$ cat config.mk
export PLATFORM = sky130hd
export DESIGN_NAME = music_sequencer_flat
export DESIGN_NICKNAME = d
export VERILOG_FILES = /design/src/rtl/music_sequencer_if.sv /design/src/rtl/music_sequencer.sv /design/src/flat_wrapper.sv
export SDC_FILE = /design/constraint.sdc
export NUM_CORES = 1
export LEC_CHECK = 0
export CORE_MARGIN = 2
export CORE_UTILIZATION = 62
export CTS_BUF_LIST = sky130_fd_sc_hd__clkbuf_4 sky130_fd_sc_hd__clkbuf_8 sky130_fd_sc_hd__clkbuf_16
export CTS_CLUSTER_DIAMETER = 30
export CTS_CLUSTER_SIZE = 24
export DETAILED_ROUTE_END_ITERATION = 7
export PLACE_DENSITY = 0.79
export RECOVER_POWER = 25
export SYNTH_ARGS = -nofsm -noshare
export SYNTH_HDL_FRONTEND = slang
export SYNTH_SLANG_ARGS = --single-unit
$ cat constraint.sdc
create_clock -name clk -period 4.3 [get_ports clk]
set_input_delay 1.075 -clock clk [delete_from_list [all_inputs] [get_ports clk]]
set_output_delay 1.075 -clock clk [all_outputs]
set_load 0.02 [all_outputs]
$ cat src/rtl/music_sequencer_if.sv
// rtl/music_sequencer_if.sv - control/status bundle between song controller and music_sequencer.
interface music_sequencer_if #(
   parameter int NOTE_W = 20,
   parameter int ADDR_W = 5
);
   logic              wr_en;
   logic [ADDR_W-1:0] wr_addr;
   logic [NOTE_W-1:0] wr_data;
   logic              start;
   logic              stop;
   logic              loop;
   logic [ADDR_W-1:0] last_addr;
   logic [1:0]        octave;
   logic              audio_out;
   logic              busy;
   logic [ADDR_W-1:0] note_addr;
   logic              done;

   modport master (
      output wr_en, wr_addr, wr_data, start, stop, loop, last_addr, octave,
      input  audio_out, busy, note_addr, done
   );

   modport slave (
      input  wr_en, wr_addr, wr_data, start, stop, loop, last_addr, octave,
      output audio_out, busy, note_addr, done
   );
endinterface

$ cat src/rtl/music_sequencer.sv
// rtl/music_sequencer.sv - note table sequencer driving a square-wave tone output.
module music_sequencer #(
   parameter int NOTE_W     = 20,
   parameter int ADDR_W     = 5,
   parameter int NOTE_TICKS = 12_500_000,
   parameter int GAP_TICKS  = 1_250_000
) (
   input  logic              clk,
   input  logic              rst,
   music_sequencer_if.slave  bus
);
   localparam int MAX_T = (NOTE_TICKS > GAP_TICKS) ? NOTE_TICKS : GAP_TICKS;
   localparam int CNT_W = $clog2(MAX_T + 1);
   localparam logic [CNT_W-1:0] NOTE_LAST = CNT_W'(NOTE_TICKS - 1);
   localparam logic [CNT_W-1:0] GAP_LAST  = (GAP_TICKS > 0) ? CNT_W'(GAP_TICKS - 1) : '0;

   typedef enum logic [2:0] {S_IDLE, S_FETCH, S_LOAD, S_PLAY, S_GAP, S_DONE} state_t;

   state_t            r_state;
   state_t            w_state_next;
   logic [NOTE_W-1:0] r_mem [2**ADDR_W];
   logic [NOTE_W-1:0] r_dout;
   logic [NOTE_W-1:0] r_period;
   logic [NOTE_W-1:0] r_tone;
   logic [NOTE_W-1:0] w_shifted;
   logic [NOTE_W-1:0] w_period_load;
   logic [ADDR_W-1:0] r_note_addr;
   logic [ADDR_W-1:0] r_last;
   logic [ADDR_W-1:0] w_addr_next;
   logic [CNT_W-1:0]  r_dur;
   logic              r_audio;
   logic              w_note_end;
   logic              w_gap_end;
   logic              w_advance;

   // Table read address is always note_addr; the read register gives read-before-write.
   always_ff @(posedge clk) begin
      if (bus.wr_en) begin
         r_mem[bus.wr_addr] <= bus.wr_data;
      end
      r_dout <= r_mem[r_note_addr];
   end

   assign w_shifted     = r_dout >> bus.octave;
   assign w_period_load = (r_dout != '0 && w_shifted == '0) ? NOTE_W'(1) : w_shifted;
   assign w_note_end    = (r_state == S_PLAY) && (r_dur == NOTE_LAST);
   assign w_gap_end     = (r_state == S_GAP) && (r_dur == GAP_LAST);
   assign w_advance     = (GAP_TICKS == 0) ? w_note_end : w_gap_end;

   always_comb begin
      w_state_next = r_state;
      w_addr_next  = r_note_addr;
      case (r_state)
         S_IDLE: begin
            if (bus.start) begin
               w_state_next = S_FETCH;
               w_addr_next  = '0;
            end
         end
         S_FETCH: w_state_next = S_LOAD;
         S_LOAD:  w_state_next = S_PLAY;
         S_PLAY: begin
            if (w_note_end && GAP_TICKS != 0) begin
               w_state_next = S_GAP;
            end
         end
         S_GAP:   w_state_next = S_GAP;
         S_DONE:  w_state_next = S_IDLE;
         default: w_state_next = S_IDLE;
      endcase
      if (w_advance) begin
         if (r_note_addr != r_last) begin
            w_addr_next  = r_note_addr + 1'b1;
            w_state_next = S_FETCH;
         end else if (bus.loop) begin
            w_addr_next  = '0;
            w_state_next = S_FETCH;
         end else begin
            w_state_next = S_DONE;
         end
      end
      if (bus.stop) begin
         w_state_next = S_IDLE;
      end
   end

   always_ff @(posedge clk) begin
      if (rst) begin
         r_state     <= S_IDLE;
         r_note_addr <= '0;
         r_last      <= '0;
         r_period    <= '0;
         r_tone      <= '0;
         r_dur       <= '0;
         r_audio     <= 1'b0;
      end else begin
         r_state <= w_state_next;
         if (!bus.stop) begin
            r_note_addr <= w_addr_next;
         end
         if (r_state == S_IDLE && bus.start && !bus.stop) begin
            r_last <= bus.last_addr;
         end
         case (r_state)
            S_LOAD: begin
               r_period <= w_period_load;
               r_tone   <= '0;
               r_dur    <= '0;
               r_audio  <= 1'b0;
            end
            S_PLAY: begin
               r_dur <= w_note_end ? '0 : r_dur + 1'b1;
               // A zero period is a rest: hold the wave low and the counter parked.
               if (r_period == '0) begin
                  r_tone  <= '0;
                  r_audio <= 1'b0;
               end else if (r_tone == r_period - NOTE_W'(1)) begin
                  r_tone  <= '0;
                  r_audio <= ~r_audio;
               end else begin
                  r_tone <= r_tone + 1'b1;
               end
               if (w_note_end) begin
                  r_audio <= 1'b0;
               end
            end
            S_GAP: begin
               r_dur   <= w_gap_end ? '0 : r_dur + 1'b1;
               r_audio <= 1'b0;
            end
            default: begin
               r_dur <= '0;
            end
         endcase
         if (bus.stop) begin
            r_audio <= 1'b0;
         end
      end
   end

   assign bus.audio_out = r_audio;
   assign bus.busy      = (r_state != S_IDLE);
   assign bus.done      = (r_state == S_DONE);
   assign bus.note_addr = r_note_addr;
endmodule

$ cat src/flat_wrapper.sv
// flat-port wrapper written by rule: the top's interface ports become plain ports
module music_sequencer_flat 
#(
   parameter int NOTE_W     = 20,
   parameter int ADDR_W     = 5,
   parameter int NOTE_TICKS = 12_500_000,
   parameter int GAP_TICKS  = 1_250_000
)
  (clk, rst, bus_wr_en, bus_wr_addr, bus_wr_data, bus_start, bus_stop, bus_loop, bus_last_addr, bus_octave, bus_audio_out, bus_busy, bus_note_addr, bus_done);
  music_sequencer_if #(.NOTE_W(NOTE_W), .ADDR_W(ADDR_W)) bus_i ();
  input  logic clk;
  input  logic rst;
  input wire logic [$bits(bus_i.wr_en)-1:0] bus_wr_en;
  input wire logic [$bits(bus_i.wr_addr)-1:0] bus_wr_addr;
  input wire logic [$bits(bus_i.wr_data)-1:0] bus_wr_data;
  input wire logic [$bits(bus_i.start)-1:0] bus_start;
  input wire logic [$bits(bus_i.stop)-1:0] bus_stop;
  input wire logic [$bits(bus_i.loop)-1:0] bus_loop;
  input wire logic [$bits(bus_i.last_addr)-1:0] bus_last_addr;
  input wire logic [$bits(bus_i.octave)-1:0] bus_octave;
  output wire logic [$bits(bus_i.audio_out)-1:0] bus_audio_out;
  output wire logic [$bits(bus_i.busy)-1:0] bus_busy;
  output wire logic [$bits(bus_i.note_addr)-1:0] bus_note_addr;
  output wire logic [$bits(bus_i.done)-1:0] bus_done;
  assign bus_i.wr_en = bus_wr_en;
  assign bus_i.wr_addr = bus_wr_addr;
  assign bus_i.wr_data = bus_wr_data;
  assign bus_i.start = bus_start;
  assign bus_i.stop = bus_stop;
  assign bus_i.loop = bus_loop;
  assign bus_i.last_addr = bus_last_addr;
  assign bus_i.octave = bus_octave;
  assign bus_audio_out = bus_i.audio_out;
  assign bus_busy = bus_i.busy;
  assign bus_note_addr = bus_i.note_addr;
  assign bus_done = bus_i.done;
  music_sequencer #(.NOTE_W(NOTE_W), .ADDR_W(ADDR_W), .NOTE_TICKS(NOTE_TICKS), .GAP_TICKS(GAP_TICKS)) u_core (.clk(clk), .rst(rst), .bus(bus_i));
endmodule
==> results.ini <==
[status]
status=finished, final reports clean

[flow_run]
max_cap_violations=0

[clock_tree]
clkLatencyLatePin_ns=0.70
cts_htree_levels=4
cts_inserted_buffers=131
post_cts_resized=0
numClockSinks=738
cts_root_buffer=sky130_fd_sc_hd__clkbuf_16
cts_setup_buffers=0
clk_pin_slew_worst_paths_ns=0.05
cts.path.max_buffers=3
cts_tree=built
cts_hold_repair.buffers=0

[grt]
first_global_vias=17270
grt_remaining_overflow=0
maximum_number_of_pins_on_one_net_before_global_route_repair=59
antenna_found_initial=7
globalRouteTotalUtil=0.3156
grt_first_pass_wirelength_um=112100

[floorplan]
ioPinCount=46
rows=79
chipHeight_um=222.1
initial_core_util=0.6309
core-area_um2=46750
dieArea_um2=49340
die_x_um=222.1

[synthesis]
postSynth.topFlopCell=sky130_fd_sc_hd__edfxtp_1
synthArstFlopShare=0
synth_nets=1601
synth_top_area_cell=sky130_fd_sc_hd__edfxtp_1
post_synth_inst_count=1559
synth_seq_cells=738
number_of_enable_flip_flop_cells_after_synthesis=640
synth-warning-count=0
netlist.area_leader.share=0.6516
syn_area_um2=29500
postSynthAreaPerCell_um2=18.92
seq_area_frac_synth=0.7181
synthTopCellsByArea=sky130_fd_sc_hd__edfxtp_1, sky130_fd_sc_hd__mux4_2, sky130_fd_sc_hd__dfxtp_1
netlist-cell-type-count=63

[routing]
overall_routed_net_length_um=75180
routed-via-count=16650
via_per_inst=6.790
drt_iter0_drc=2120
detail_route.first_pass.iterations=5
detail_route.drc_violations=0
route.detailed.wl_per_inst_um=30.66
drt.antenna.violating_nets=0

[critical_path]
worst-endpoint-arrival_ns=4.41
max_stage_delay_ns=0.66
crit_path_start_kind=register
worstSetupEndpoint=u_core.r_tone[19]$_SDFFE_PP0P_
crit_chain=or4_4 > or4_1 > or3_1 > xnor2_1 > nand4b_1 > a2111o_1 > nand3_2 > o41ai_1
worst-r2r-setup-slack_ns=0.46
reg2regPathDepth=8
critPathMaxFanout=21
timing.setup.critical_path_class=register to register
worstSetupStartpoint=u_core.r_period[10]$_SDFFE_PP0P_
reg2reg_start=u_core.r_period[10]$_SDFFE_PP0P_
crit_slowest_cell=sky130_fd_sc_hd__a2111o_1
critical_path.endpoint_type=register
critPathRequiredTime_ns=4.86
crit-reg2reg-capture=u_core.r_tone[19]$_SDFFE_PP0P_

[sta]
clock-skew-final_ns=0.02492
final_hold_viol_count=0
min_period_over_period=0.8934
rsz0062_at_grt=no
slew_headroom=0.06359
achievable_freq_ghz=0.2603
fin_tns_setup_ns=0
setup_viol=0
timing_max_transition_violations_final=0
final_period_minus_worst_setup_slack_ns=3.842
timing_worst_slew_pin_value_ns=1.405

[power]
power-per-cell-area_nw_per_um2=534.3
irDropWorstVdd_mv=0.5028
design_power_total_mw=19.16
power.static_leakage_nw=11.54

[final_layout]
nets=1775
area_growth_syn_to_layout_pct=21.57
filler_instances=2370
fraction_of_final_layout_cells_with_drive_strength_greater_than_1=0.3183

[placement]
portBuffers=45
gp_congestion=0.8920
half_perimeter_wire_length_after_placement_um=38200

[hold_path]
hold_path.class=register to register

## cells in the final DEF (no fill, tap or decap), drive strengths merged, types with 4 or more instances in the layout
master,synthesis,final
bufinv,0,19
nand2,52,52
or2,5,5
or4,4,4
mux4,205,205
or3,7,7
dfxtp,98,98
mux2,23,23
clkinvlp,0,12
nor3b,4,4
nor3,13,13
a31oi,5,5
o31ai,14,14
nand3,32,32
mux2i,28,28
a32oi,4,4
o21ai,18,18
clkbuf,55,156
clkdlybuf4s50,0,30
dlygate4sd3,0,15
nor2b,6,6
clkinv,0,36
buf,24,74
nor4,16,16
nand3b,9,9
xnor2,33,33
and3,21,21
nand4,16,16
inv,15,34
edfxtp,640,640
nor4b,4,4
a22oi,20,20
xor2,20,20
nor2,105,105
a21oi,17,17
ha,4,4
diode,0,4
## registers in the layout (all words and copies together) (netlist names)
name and flops:
u_core.r_mem 640, u_core.r_dur 24, u_core.r_dout 20, u_core.r_period 20, u_core.r_tone 20, u_core.bus.note_addr 5
u_core.r_last 5, u_core.r_state 3, u_core.bus.audio_out 1
## power breakdown
group          internal (mW)  switching, mW
combinational          0.126          0.248
clock                   7.16           3.72
sequential              7.87         0.0364
total                   15.2           4.00
## through the flow
step	cells	hold WS, ns	setup WS (ns)	cell area (µm²)	utilization
2_1_floorplan	1559	0.4258	1.065	29500	-
3_3_place_gp	2207	0.4388	0.5985	31160	0.6666
3_5_place_dp	2207	0.4503	0.5307	31160	0.6666
4_1_cts	2448	0.4611	0.4904	35850	0.7668
5_1_grt	2448	0.4797	0.1675	35850	0.7667
6_report	2452	0.4587	0.4583	35860	0.7670
## cells in the mapped netlist (17+ instances only)
library cell / instances
sky130_fd_sc_hd__edfxtp_1: 640
sky130_fd_sc_hd__mux2i_1: 28
sky130_fd_sc_hd__a22oi_1: 20
sky130_fd_sc_hd__a21oi_1: 17
sky130_fd_sc_hd__buf_1: 20
sky130_fd_sc_hd__nor2_1: 105
sky130_fd_sc_hd__mux2_2: 23
sky130_fd_sc_hd__and3_1: 21
sky130_fd_sc_hd__clkbuf_1: 55
sky130_fd_sc_hd__nand3_1: 31
sky130_fd_sc_hd__xor2_1: 20
sky130_fd_sc_hd__dfxtp_1: 98
sky130_fd_sc_hd__nand2_1: 52
sky130_fd_sc_hd__xnor2_1: 33
sky130_fd_sc_hd__mux4_2: 205
## layout make-up
cell class | instances | area, µm² | area share
Antenna cell | 4 | 10.01 | 0.0002791
Tap cell | 607 | 759.5 | 0.02118
Clock buffer | 155 | 3577 | 0.09976
Timing Repair Buffer | 120 | 1122 | 0.03130
Inverter | 15 | 56.30 | 0.001570
Clock inverter | 86 | 1110 | 0.03095
Sequential cell | 738 | 21190 | 0.5910
Multi-Input combinational cell | 727 | 8030 | 0.2239
## kinds of logic after synthesis
kind of cell	synth area share
AOI/OAI and AO/OA	0.02422
xor gates and xnor gates	0.01574
adders and majority gates	0.001697
buffers and inverters	0.01256
DFF	0.7181
muxes	0.1748
and+or+nand+nor	0.05290
## worst min-delay path by stage
stage	from	endpoint	slack [ns]	cells past startpoint
after floorplan	u_core.r_dur[0]$_SDFF_PP0_	u_core.r_dur[0]$_SDFF_PP0_	0.43	1
final	u_core.r_dur[0]$_SDFF_PP0_	u_core.r_dur[0]$_SDFF_PP0_	0.46	1
after detailed placement	u_core.r_dur[0]$_SDFF_PP0_	u_core.r_dur[0]$_SDFF_PP0_	0.45	1
after CTS	u_core.r_dur[0]$_SDFF_PP0_	u_core.r_dur[0]$_SDFF_PP0_	0.46	1
after global placement	u_core.r_dur[0]$_SDFF_PP0_	u_core.r_dur[0]$_SDFF_PP0_	0.44	1
after global routing	u_core.r_dur[0]$_SDFF_PP0_	u_core.r_dur[0]$_SDFF_PP0_	0.48	1
## metal layers
metal	wire length, µm	track usage
met3	6927	0.08097
met4	2287	0.1179
met1	27830	0.4066
met2	38100	0.5242
met5	24	0
## worst max-delay path, delay by kind of cell, from the launching register on
| family | cells | cell delay (ns) |
|---|---|---|
| flip-flops | 1 | 0.37 |
| XOR/XNOR | 1 | 0.15 |
| AND/OR/NAND/NOR | 5 | 1.99 |
| AO/OA/AOI/OAI | 2 | 1.19 |
Note: power is estimated with default switching activity, not from simulation.
